### src/rtl/frame_diff_scanner.sv
// frame_diff_scanner: one-pass compare of the ref and act frame RAMs.
// Emits |act-ref| per pixel, counts motion pixels, and can refresh ref.
module frame_diff_scanner #(
    parameter int NPIX = 4800,
    parameter int AW = 14,
    parameter int DW = 9,
    parameter int CW = 13,
    parameter bit UPDATE_REF = 1'b1
) (
    input  logic          clk,
    input  logic          rst,
    input  logic          start,
    input  logic [DW-1:0] thresh,
    input  logic [CW-1:0] min_count,
    output logic [AW-1:0] addr_rd,
    input  logic [DW-1:0] ref_in,
    input  logic [DW-1:0] act_in,
    output logic [AW-1:0] ref_addr_wr,
    output logic [DW-1:0] ref_wr_data,
    output logic          ref_wr_en,
    output logic [DW-1:0] diff_out,
    output logic          diff_valid,
    output logic          motion_pix,
    output logic [CW-1:0] motion_count,
    output logic          motion_flag,
    output logic          busy,
    output logic          done
);

    typedef enum logic [1:0] {
        IDLE,
        SCAN,
        DONE
    } state_t;

    state_t state, state_nxt;

    logic          accept;
    logic          sampling;
    logic          last;
    logic          hit;
    logic [DW-1:0] thresh_q;
    logic [CW-1:0] min_q;
    logic [DW-1:0] diff_now;
    logic [CW-1:0] cnt_nxt;

    assign last = (addr_rd == AW'(NPIX - 1));

    // Unsigned magnitude: always subtract the smaller from the larger.
    assign diff_now = (act_in >= ref_in) ? (act_in - ref_in)
                                         : (ref_in - act_in);
    assign hit = (diff_now > thresh_q);

    // Saturating count; the saturation point is out of reach at defaults.
    assign cnt_nxt = (hit && (motion_count != '1))
                   ? motion_count + CW'(1)
                   : motion_count;

    always_ff @(posedge clk) begin
        if (rst) begin
            state <= IDLE;
        end else begin
            state <= state_nxt;
        end
    end

    always_comb begin
        state_nxt = state;
        unique case (state)
            IDLE: if (start) state_nxt = SCAN;
            SCAN: if (last) state_nxt = DONE;
            DONE: state_nxt = IDLE;
            default: state_nxt = IDLE;
        endcase
    end

    always_comb begin
        busy     = 1'b0;
        done     = 1'b0;
        accept   = 1'b0;
        sampling = 1'b0;
        unique case (state)
            IDLE: accept = start;
            SCAN: begin
                busy     = 1'b1;
                sampling = 1'b1;
            end
            DONE: begin
                busy = 1'b1;
                done = 1'b1;
            end
            default: ;
        endcase
    end

    always_ff @(posedge clk) begin
        if (rst) begin
            addr_rd      <= '0;
            thresh_q     <= '0;
            min_q        <= '0;
            diff_out     <= '0;
            diff_valid   <= 1'b0;
            motion_pix   <= 1'b0;
            motion_count <= '0;
            motion_flag  <= 1'b0;
            ref_wr_en    <= 1'b0;
            ref_addr_wr  <= '0;
            ref_wr_data  <= '0;
        end else begin
            diff_valid <= sampling;
            motion_pix <= sampling & hit;
            ref_wr_en  <= UPDATE_REF & sampling;
            if (accept) begin
                addr_rd      <= '0;
                motion_count <= '0;
                motion_flag  <= 1'b0;
                thresh_q     <= thresh;
                min_q        <= min_count;
            end
            if (sampling) begin
                addr_rd      <= last ? '0 : addr_rd + AW'(1);
                diff_out     <= diff_now;
                motion_count <= cnt_nxt;
                ref_addr_wr  <= addr_rd;
                ref_wr_data  <= act_in;
                if (last) begin
                    motion_flag <= (cnt_nxt >= min_q);
                end
            end
        end
    end

endmodule
### config.mk
export PLATFORM = sky130hd
export DESIGN_NAME = frame_diff_scanner
export DESIGN_NICKNAME = d
export VERILOG_FILES = /design/src/rtl/frame_diff_scanner.sv
export SDC_FILE = /design/constraint.sdc
export NUM_CORES = 1
export LEC_CHECK = 0
export CORE_MARGIN = 4
export CORE_UTILIZATION = 50
export DETAILED_ROUTE_END_ITERATION = 6
export GPL_ROUTABILITY_DRIVEN = 0
export PLACE_DENSITY = 0.84
export SYNTH_ARGS = -nofsm -noshare
export SYNTH_HDL_FRONTEND = slang
export SYNTH_SLANG_ARGS = --single-unit
### constraint.sdc
create_clock -name clk -period 14.62 [get_ports clk]
set_clock_uncertainty 0.2 [all_clocks]
set_input_delay 2.193 -clock clk [delete_from_list [all_inputs] [get_ports clk]]
set_output_delay 2.193 -clock clk [all_outputs]
set_load 0.01 [all_outputs]
# --- Yosys cells after proc, flatten, opt, wreduce, memory -nomap -nowiden ---
# Index checks and enable logic that the tools add are counted.
word_totals:
  ff_bits: 86
  latch_bits: 0
  ramBits: 0
  romBits: 0
  input_bits: 43
  output_inout_bits: 65
  wordCells: 47
  mem_count: 0
classes:
  n_addsub: 4
  n_mul: 0
  n_div: 0
  magnitude_cmp: 3
  eq_ne: 6
  shift: 0
  mux: 17
  bitwise: 1
  reduce_logical: 5
ops:
  columns: ["op", "n"]
  rows:
  - ["14-bit two-way mux", 3]
  - ["13-bit two-way mux", 3]
  - ["9-bit subtractor", 2]
  - ["14-bit by 1-bit adder with 14-bit output, second input constant", 1]
  - ["14-bit by 13-bit == test with 1-bit output, second input constant", 1]
  - ["13-bit by 1-bit adder with 13-bit output, second input constant", 1]
  - ["13-bit greater-or-equal comparator", 1]
  - ["13-bit != test, second input constant", 1]
  - ["9-bit greater-or-equal comparator", 1]
  - ["9-bit greater-than comparator", 1]
  - ["9-bit two-way mux", 1]
  - ["1-bit two-way mux", 7]
  - ["2-bit two-way mux", 2]
  - ["2-bit != test, second input constant", 2]
  - ["2-bit one-hot mux with 2 select lines", 1]
  - ["2-bit by 1-bit == test with 1-bit output, second input constant", 1]
  - ["2-bit == test, second input constant", 1]
  - ["2-bit logical NOT", 1]
  - ["2-bit AND reduction", 1]
  - ["2-bit nonzero test", 1]
  - ["2-bit OR reduction", 1]
  - ["1-bit AND", 1]
  - ["1-bit logical AND", 1]

# --- Longest topological paths before layout ---
# Gate-level depths: netlist of the first run.
depth:
  depth_word: 8
  mapped_depth: 25
  ltp_nobuf: 24

# --- Worst setup path before layout of the first run ---
# No wires, ideal clock.
synth_path:
  path_kind: "input port to flip-flop"
  from: "input ref_in[0]"
  to: "register motion_flag"
  setup_time_ps: 134
  t_arrival_ps: 6420
  required_time_ps: 14286
  slack_ps: 7866
  stages: 25
  path_buffers: 1
  path_cell_list: "inv_1 > ha_1 > inv_1 > fa_1 > a211oi_1 > nor2_1 > or2_2 > a2111oi_4 > a21o_2 > xnor2_1 > ha_1 > a21o_1 > a21o_1 > a21oi_1 > nand2_1 > clkbuf_1 > nand2_1 > xnor2_1 > ha_1 > a21o_1 > a211oi_1 > a21oi_1 > a211oi_1 > o31a_1 > o31ai_1"
synth_via:
  elab_chain_len: 8
  elab_cells_between_ends: 10
  classes_between: "add/sub: 2; order compare: 3; mux: 4; reduce/logical: 1"
synth_rtl:
  columns: ["element", "line_no", "source"]
  rows:
  - ["start: declaration", "16", "input logic [DW-1:0] ref_in,"]
  - ["9-bit subtractor (tied with other cells)", "51", ": (ref_in - act_in);"]
  - ["9-bit two-way mux *", "50", "assign diff_now = (act_in >= ref_in) ? (act_in - ref_in)"]
  - ["net diff_now[6]", "44", "logic [DW-1:0] diff_now;"]
  - ["9-bit greater-than comparator *", "52", "assign hit = (diff_now > thresh_q);"]
  - ["1-bit logical AND *", "55", "assign cnt_nxt = (hit && (motion_count != '1))"]
  - ["13-bit two-way mux *", "56", "? motion_count + CW'(1)"]
  - ["13-bit greater-or-equal comparator *", "127", "motion_flag <= (cnt_nxt >= min_q);"]
  - ["1-bit two-way mux *", "126", "if (last) begin"]
  - ["1-bit two-way mux *", "120", "if (sampling) begin"]
  - ["end signal: assignment", "127", null]
  - ["end: declaration", "25", "output logic motion_flag,"]
# The timed path passes the listed nets; every way through them passes the cells marked *.
# A chain may end at the register's enable or synchronous reset.

# --- Worst setup path after layout of the first run ---
layout_path:
  from: "input act_in[0]"
  to: "register motion_flag"
layout_via:
  elab_chain_len: 8
  elab_cells_between_ends: 10
  classes_between: "add/sub: 2; order compare: 3; mux: 4; reduce/logical: 1"
layout_rtl:
  columns: ["element", "line_no", "source"]
  rows:
  - ["start: declaration", "17", "input logic [DW-1:0] act_in,"]
  - ["9-bit subtractor (tied with other cells)", "51", null]
  - ["9-bit two-way mux *", "50", null]
  - ["net diff_now[6]", "44", null]
  - ["9-bit greater-than comparator *", "52", null]
  - ["1-bit logical AND *", "55", null]
  - ["13-bit two-way mux *", "56", null]
  - ["13-bit greater-or-equal comparator *", "127", null]
  - ["1-bit two-way mux *", "126", null]
  - ["1-bit two-way mux *", "120", null]
# Marked as above.

==> results of run 1 <==
==> cells in the mapped netlist (2+ instances only) <==
cell type / instances
or3_1: 2
o211ai_1: 7
xor2_1: 13
a31o_2: 3
xnor2_1: 11
and3_1: 19
a2111oi_0: 2
nor3_1: 8
dfxtp_1: 86
a211oi_1: 10
a21o_2: 2
nor4_1: 2
mux2_2: 2
a221o_1: 2
nand2_1: 94
buf_2: 5
nand4_1: 11
a22o_1: 2
or2_2: 5
o211a_1: 2
clkbuf_1: 24
a21oi_1: 37
and4_1: 6
and2_1: 10
o21ai_0: 24
nand3_1: 18
mux2i_1: 24
inv_1: 47
nor2_1: 50
a2111oi_2: 3
a2111oi_4: 2
ha_1: 45
o21a_1: 4
nand2b_1: 4
a31oi_1: 13
a21o_1: 22
fa_1: 2
==> layout make-up <==
| cell class | count | area, um^2 | area share (%) |
|---|---|---|---|
| Multi-Input combinational cell | 479 | 3230 | 49.1 |
| Sequential cell | 86 | 1720 | 26.2 |
| Timing Repair Buffer | 110 | 1090 | 16.6 |
| Inverter | 48 | 180 | 2.74 |
| Tap cell | 136 | 170 | 2.59 |
| Clock buffer | 9 | 124 | 1.88 |
| Clock inverter | 7 | 60.1 | 0.914 |
==> cells by family (layout without fill, tap and decap cells) <==
group | after synthesis | in the layout
mux | 26 | 26
xor+xnor | 24 | 24
fa+ha+maj | 47 | 47
flops | 86 | 86
compound gates | 147 | 147
buf+inv | 80 | 174
simple gates | 235 | 235
==> power groups by stage <==
stage	clock network, mW	registers, mW	logic [mW]
global route	0.173	0.265	0.231
global placement	0	0.267	0.200
CTS	0.162	0.263	0.208
floorplan	0	0.269	0.137
detailed placement	0	0.268	0.207
finish	0.158	0.263	0.209
==> routing by layer <==
layer	global-route usage, %	wire (um)
met1	28.9	5920
met2	38.3	6750
met3	5.53	1090
met4	6.90	206
met5	0	0
==> state kept, by name, indices dropped and copies added, names as in the netlist <==
signal / flops
addr_rd: 14
diff_out: 9
diff_valid: 1
min_q: 13
motion_count: 13
motion_flag: 1
motion_pix: 1
ref_addr_wr: 14
ref_wr_data: 9
state: 2
thresh_q: 9
==> how the worst min path moves through the flow <==
stage                                to  slack [ns]                     start
3_5_place_dp   thresh_q[4]$_SDFFE_PP0P_        0.25  thresh_q[4]$_SDFFE_PP0P_
4_1_cts        thresh_q[4]$_SDFFE_PP0P_        0.26  thresh_q[4]$_SDFFE_PP0P_
5_1_grt        thresh_q[8]$_SDFFE_PP0P_        0.29  thresh_q[8]$_SDFFE_PP0P_
6_report       thresh_q[4]$_SDFFE_PP0P_        0.27  thresh_q[4]$_SDFFE_PP0P_
3_3_place_gp     min_q[10]$_SDFFE_PP0P_        0.24    min_q[10]$_SDFFE_PP0P_
2_1_floorplan    min_q[10]$_SDFFE_PP0P_        0.24    min_q[10]$_SDFFE_PP0P_
==> critical path, delay by kind of cell <==
family | cells | cell delay [ns]
buffers and inverters | 3 | 0.78
AO/OA/AOI/OAI | 11 | 2.35
adder cells (fa/ha/maj) | 4 | 1.03
XOR/XNOR | 2 | 0.28
AND/OR/NAND/NOR | 5 | 0.88
==> through the flow <==
stage / cell area [um^2] / hold WS (ns) / power, mW / utilization [%]
floorplan: 5260 / 0.236 / 0.405 / -
global route: 6570 / 0.289 / 0.669 / 63.9
finish: 6570 / 0.267 / 0.630 / 63.9
global placement: 6390 / 0.245 / 0.467 / 62.2
CTS: 6570 / 0.264 / 0.633 / 63.9
detailed placement: 6390 / 0.251 / 0.474 / 62.2
==> impl_metrics.tcl, run 1 <==
set metrics [dict create \
    pwr-share-clk_pct 25.1 \
    ios 108 \
    worstPathArrival_ns 7.53 \
    drc 0 \
    status "complete, no violations" \
    dp_hpwl_mm 10.4 \
    slowest_stage "clkdlybuf4s50_1" \
    ys_ff_latch 86 \
    min_path_type "register to register" \
    setup_violations 0 \
    crit_type "primary input to register" \
    critPathLaunch "act_in[0]" \
    reg2regPathDepth 16 \
    via_count 4943 \
    tns_ns 0 \
    crit_path_start_kind "primary input" \
    cts_resized 0 \
    power_frac_seq_pct 41.7 \
    pwr-share-comb_pct 33.1 \
    rsz0062_at_grt "no" \
    crit_end "motion_flag$_SDFF_PP0_" \
    nets 824 \
    clock_latency_ns 0.36 \
    antenna_left 0 \
    antenna_cells 0 \
    drt_iter0_markers 275 \
    slew_headroom_pct 22.7 \
    avgSynthCellArea_um2 8.16 \
    h-tree-depth 3 \
    ctsRootBufferMaster "clkbuf_8" \
    crit_required_ns 14.64 \
    grt_max_degree 63 \
    grt_pass1_vias 4954 \
    netlist_instances 645 \
    cts-buffers-inserted 9 \
    layout_common_cells "clkdlybuf4s50_1, nand2_1, dfxtp_1, nor2_1, inv_1" \
    pre_cts_slack_ns 6.81 \
    fp-row-count 37 \
    worst_slack_ns 7.11 \
    crit_fanout 12 \
    die_area_mm2 0.0122 \
    synth_area_leaders "dfxtp_1, ha_1, nand2_1, mux2i_1, nor2_1" \
    max_freq_mhz 133 \
    io_buffers 107 \
    final-max-slew-violation-count 0 \
    area_growth_pct 24.8 \
    r2r_start "thresh_q[3]$_SDFFE_PP0P_" \
    period_share_pct 51.4 \
    power_leakage_nw 2.72 \
    synth_edf_count 0 \
    die_y_um 111 \
    grt_overflow 0 \
    synthArstFlopShare_pct 0 \
    synth_top_area_share_pct 32.7 \
    synth_nets 735 \
    synth_area_leader_cell "dfxtp_1" \
    cts.clk_slew.worst_paths_ns 0.09 \
    synth_top_family_by_area "simple AND/OR/NAND/NOR gates" \
    drt-pass1-iter-count 5 \
    clock-sinks 86 \
    drv_cap 0 \
    ctsHoldBuffers 0 \
    wire_per_inst_um 16.0 \
    dp.cells 859 \
    synth_cell_types 59 \
    via_per_inst 5.65 \
    period_needed_ns 7.51 \
    core_mm2 0.0103 \
    synth-compound-area-share_pct 19.7 \
    hold_viol_final 0 \
    final-instance-count-excl-fill 875 \
    worstSetupEndpointType "register" \
    p_per_area_mw_per_mm2 95.8 \
    synthMuxAreaShare_pct 4.99 \
    worstMarginPinSlew_ns 1.16 \
    yosys_warnings 0 \
    peakVddDrop_mv 0.0587 \
    antenna_found_initial 0 \
    min_path_cells 2 \
    fillers 900 \
    ff2ff_setup_slack_ns 10.96 \
    drive_gt1_share_pct 5.82 \
    post-cts-setup-buffers 0 \
    drt_wl_total_mm 14.0 \
    synth_flop_cell "dfxtp_1" \
    crit_path_max_incr_delay_ns 0.51 \
    intPower_mw 0.409 \
    initial_utilization_pct 51.2 \
    grt_pass1_wl_mm 23.8 \
    switching_power_mw 0.221 \
    r2r_end "motion_flag$_SDFF_PP0_" \
    cts_tree "yes" \
    clock_path_buffers 2 \
    synthSimpleGateAreaFrac_pct 21.1 \
    synth_area_mm2 0.00526 \
    die_x_um 111 \
    final_common_cell "clkdlybuf4s50_1" \
    grt_usage_pct 22.8 \
    synth-xor-area-share_pct 3.99 \
    seq_area_frac_synth_pct 32.7 \
    synth-adder-area-share_pct 11.5 \
    swShare_pct 35.0 \
]
Note: power is estimated with default switching activity, not from simulation.
==> run 2: changes to the inputs <==
==> constraint.sdc (replaced) <==
create_clock -name clk -period 7.8 [get_ports clk]
set_clock_uncertainty 0.2 [all_clocks]
set_input_delay 1.17 -clock clk [delete_from_list [all_inputs] [get_ports clk]]
set_output_delay 1.17 -clock clk [all_outputs]
set_load 0.01 [all_outputs]
==> impl_metrics.tcl, run 2 (synthesized netlist as in run 1, its figures left out) <==
set metrics [dict create \
    r2r_start "thresh_q[3]$_SDFFE_PP0P_" \
    drv_cap 0 \
    power_leakage_nw 2.73 \
    grt_max_degree 63 \
    worstPathArrival_ns 6.52 \
    clock_latency_ns 0.36 \
    final-instance-count-excl-fill 875 \
    top_regs "addr_rd: 14 flops, ref_addr_wr: 14 flops" \
    setup_violations 0 \
    regArea_mm2 0.00172 \
    critPathLaunch "act_in[0]" \
    cts_tree "yes" \
    ctsHoldBuffers 0 \
    wire_per_inst_um 16.0 \
    pwr-share-comb_pct 32.1 \
    die_x_um 111 \
    ctsRootBufferMaster "clkbuf_8" \
    min_from "thresh_q[2]$_SDFFE_PP0P_" \
    crit_type "primary input to register" \
    antenna_left 0 \
    fin_area_mm2 0.00659 \
    place_area_mm2 0.00639 \
    die_y_um 111 \
    drive_gt1_share_pct 5.82 \
    io_buffers 107 \
    die_area_mm2 0.0122 \
    initial_utilization_pct 51.2 \
    total_power_mw 1.21 \
    intPower_mw 0.799 \
    grt_overflow 0 \
    multi_input_area_mm2 0.00323 \
    worst_slack_ns 1.30 \
    drt-pass1-iter-count 5 \
    fp-row-count 37 \
    nets 824 \
    p_per_area_mw_per_mm2 184 \
    cts-buffers-inserted 9 \
    via_per_inst 5.68 \
    pwr-share-clk_pct 27.4 \
    ios 108 \
    drt_iter0_markers 266 \
    dp_hpwl_mm 10.4 \
    h-tree-depth 3 \
    worstSetupEndpointType "register" \
    slowest_stage "clkdlybuf4s50_1" \
    cts_resized 0 \
    switching_power_mw 0.414 \
    via_count 4966 \
    cts.clk_slew.worst_paths_ns 0.09 \
    reg2regPathDepth 16 \
    final-max-slew-violation-count 0 \
    crit_fanout 12 \
    post-cts-setup-buffers 0 \
    min_path_cells 2 \
    swShare_pct 34.1 \
    period_needed_ns 6.50 \
    tns_ns 0 \
    layout_common_cells "clkdlybuf4s50_1, nand2_1, dfxtp_1, nor2_1, inv_1" \
    holdPathEnd "thresh_q[2]$_SDFFE_PP0P_" \
    worstMarginPinSlew_ns 1.15 \
    crit_path_max_incr_delay_ns 0.51 \
    r2r_end "motion_flag$_SDFF_PP0_" \
    pre_cts_slack_ns 0.995 \
    crit_path_start_kind "primary input" \
    rsz0062_at_grt "no" \
    final_common_cell "clkdlybuf4s50_1" \
    final_util_pct 64.2 \
    power_frac_seq_pct 40.6 \
    dp.cells 859 \
    drc 0 \
    grt_usage_pct 22.8 \
    min_path_type "register to register" \
    grt_pass1_wl_mm 23.8 \
    core_mm2 0.0103 \
    antenna_cells 0 \
    drt_wl_total_mm 14.0 \
    hold_viol_final 0 \
    max_freq_mhz 154 \
    fillers 878 \
    antenna_found_initial 0 \
    ff2ff_setup_slack_ns 4.13 \
    period_share_pct 83.4 \
    slew_headroom_pct 23.2 \
    grt_pass1_vias 4973 \
    crit_required_ns 7.82 \
    status "complete, no violations" \
    clock_path_buffers 2 \
    hold_slack_ns 0.265 \
    peakVddDrop_mv 0.0996 \
    area_growth_pct 25.3 \
    clock-sinks 86 \
]
run 2: layout make-up:
cell class                 instances  area share, %
sequential                        86           26.1
multi-input combinational        479           48.9
tap                              136           2.58
clock buffer                       9           1.88
inverter                          48           2.73
timing repair buffer             110           16.5
clock inverter                     7           1.25
run 2: worst max-delay path by stage:
stage / end
after floorplan: motion_flag$_SDFF_PP0_
after CTS: motion_flag$_SDFF_PP0_
after global routing: motion_flag$_SDFF_PP0_
final: motion_flag$_SDFF_PP0_
after global placement: motion_flag$_SDFF_PP0_
after detailed placement: motion_flag$_SDFF_PP0_
run 2: critical path, delay by kind of cell:
kind | cells | cell delay (ns)
AOI/OAI and AO/OA | 11 | 2.35
adders and majority gates | 4 | 1.02
and+or+nand+nor | 5 | 0.89
buffers and inverters | 3 | 0.78
xor gates and xnor gates | 2 | 0.28
run 2: power groups by stage:
stage | Combinational, mW | Clock (mW) | Sequential [mW]
floorplan | 0.256 | 0 | 0.504
global placement | 0.375 | 0 | 0.501
detailed placement | 0.388 | 0 | 0.502
CTS | 0.390 | 0.336 | 0.492
global route | 0.433 | 0.355 | 0.496
finish | 0.389 | 0.332 | 0.492
run 2: metal layers:
metal	share of wire [%]	routed length, um	global-route usage (%)
met5	0	0	0
met4	1.9	265	6.32
met3	6.9	969	5.86
met2	48	6700	39.6
met1	43	6050	27.8
==> run 3: changes to the inputs <==
==> constraint.sdc (replaced) <==
create_clock -name clk -period 6.27 [get_ports clk]
set_clock_uncertainty 0.2 [all_clocks]
set_input_delay 0.9405 -clock clk [delete_from_list [all_inputs] [get_ports clk]]
set_output_delay 0.9405 -clock clk [all_outputs]
set_load 0.01 [all_outputs]
==> impl_metrics.tcl, run 3 (synthesized netlist as in run 1, its figures left out) <==
set metrics [dict create \
    crit_type "primary input to register" \
    place_area_mm2 0.00646 \
    dp_hpwl_mm 10.5 \
    crit_path_max_incr_delay_ns 0.44 \
    p_per_area_mw_per_mm2 222 \
    slowest_stage "clkdlybuf4s50_1" \
    slew_headroom_pct 22.1 \
    top_regs "addr_rd: 14 flops, ref_addr_wr: 14 flops" \
    fin_area_mm2 0.00665 \
    drt_wl_total_mm 14.1 \
    grt_pass1_vias 5014 \
    worst_slack_ns 0.338 \
    power_leakage_nw 2.75 \
    post-cts-setup-buffers 0 \
    swShare_pct 34.5 \
    via_count 4979 \
    clock_path_buffers 2 \
    drv_cap 0 \
    core_mm2 0.0103 \
    power_frac_seq_pct 41.5 \
    die_y_um 111 \
    crit_required_ns 6.30 \
    final_common_cell "clkdlybuf4s50_1" \
    area_growth_pct 26.3 \
    period_share_pct 94.6 \
    max_freq_mhz 169 \
    worstSetupEndpointType "register" \
    drc 0 \
    switching_power_mw 0.508 \
    crit_fanout 9 \
    fp-row-count 37 \
    cts.clk_slew.worst_paths_ns 0.08 \
    final-max-slew-violation-count 0 \
    grt_overflow 0 \
    grt_pass1_wl_mm 24.0 \
    ios 108 \
    die_x_um 111 \
    status "complete, no violations" \
    drive_gt1_share_pct 7.21 \
    grt_max_degree 63 \
    hold_viol_final 0 \
    path_buf_inv 5 \
    pwr-share-clk_pct 23.6 \
    via_per_inst 5.63 \
    intPower_mw 0.966 \
    worstMarginPinSlew_ns 1.17 \
    period_needed_ns 5.93 \
    layout_common_cells "clkdlybuf4s50_1, nand2_1, dfxtp_1, nor2_1, inv_1" \
    antenna_cells 0 \
    pre_cts_slack_ns -0.0478 \
    cts-buffers-inserted 9 \
    die_area_mm2 0.0122 \
    wire_per_inst_um 15.9 \
    cts_tree "yes" \
    grt_usage_pct 22.9 \
    io_buffers 107 \
    antenna_found_initial 0 \
    ctsRootBufferMaster "clkbuf_8" \
    tns_ns 0 \
    clock-sinks 86 \
    crit_family "compound AO/OA/AOI/OAI gates" \
    clock_latency_ns 0.36 \
    worstPathArrival_ns 5.96 \
    h-tree-depth 3 \
    initial_utilization_pct 51.2 \
    peakVddDrop_mv 0.119 \
    pwr-share-comb_pct 35.0 \
    nets 834 \
    cpMostUsedCell "ha_1" \
    antenna_left 0 \
    drt-pass1-iter-count 5 \
    drt_iter0_markers 385 \
    min_path_type "register to register" \
    setup_violations 0 \
    crit_path_start_kind "primary input" \
]
-- run 3: cell count changes in the layout (fill, tap and decap cells not counted), moves of 2 or more --
| cell | change |
|---|---|
| buf_4 | +10 |
| clkbuf_1 | +2 |
| clkinvlp_4 | +3 |
| inv_6 | -2 |
-- run 3: final timing paths --
path,startpoint,depth (start not counted),slack [ns],endpoint
worst max-delay path,ref_in[0],27,0.34,motion_flag$_SDFF_PP0_
worst min-delay path,min_q[12]$_SDFFE_PP0P_,2,0.26,min_q[12]$_SDFFE_PP0P_
worst max register to register,motion_count[2]$_SDFFE_PP0P_,13,2.83,motion_flag$_SDFF_PP0_
worst min register to register,min_q[12]$_SDFFE_PP0P_,2,0.26,min_q[12]$_SDFFE_PP0P_
-- run 3: through the flow --
stage / hold slack [ns] / utilization (%) / power (mW) / instances
2_1_floorplan: 0.236 / - / 0.945 / 645
3_3_place_gp: 0.245 / 62.9 / 1.11 / 869
3_5_place_dp: 0.251 / 62.9 / 1.13 / 869
4_1_cts: 0.263 / 64.5 / 1.47 / 885
5_1_grt: 0.279 / 64.7 / 1.57 / 885
6_report: 0.258 / 64.7 / 1.47 / 885
-- run 3: power groups by stage --
stage          registers [mW]  clock network (mW)  logic (mW)
3_5_place_dp            0.624                   0       0.503
5_1_grt                 0.617               0.384       0.567
6_report                0.611               0.347       0.516
2_1_floorplan           0.626                   0       0.319
3_3_place_gp            0.622                   0       0.485
4_1_cts                 0.611               0.355       0.507
-- run 3: worst register-to-register path: stages, from the launching register on --
cell and delay [ns]:
dfxtp_1 0.51, and4_1 0.33, and2_1 0.18, and3_1 0.25, nand2_1 0.24, and3_1 0.28, xor2_1 0.16, ha_1 0.20
a21o_1 0.18, a211oi_1 0.24, a21oi_1 0.10, a211oi_1 0.23, o31a_1 0.17, o31ai_1 0.05
-- run 3: what timing repair did --
item | in CTS | in global routing
resized for setup | 0 | 4
hold buffers | 0 | 0
endpoints found under the setup margin | 0 | 1
-- run 3: cell type report --
cell class                      count  area, um^2
Clock inverter                      5        36.3
Clock buffer                       11         131
Timing Repair Buffer              120        1160
Multi-Input combinational cell    479        3240
Inverter                           48         180
Sequential cell                    86        1720
Tap cell                          136         170
Fill cell                         843        3630
-- run 3: layer usage --
layer / global-route usage [%] / wire length (um) / up-vias
met1: 28.4 / 6160 / 2299
met5: 0 / 0 / -
met4: 7.14 / 210 / 0
met3: 6.03 / 1020 / 20
met2: 38.7 / 6730 / 216
li1: - / - / 2444
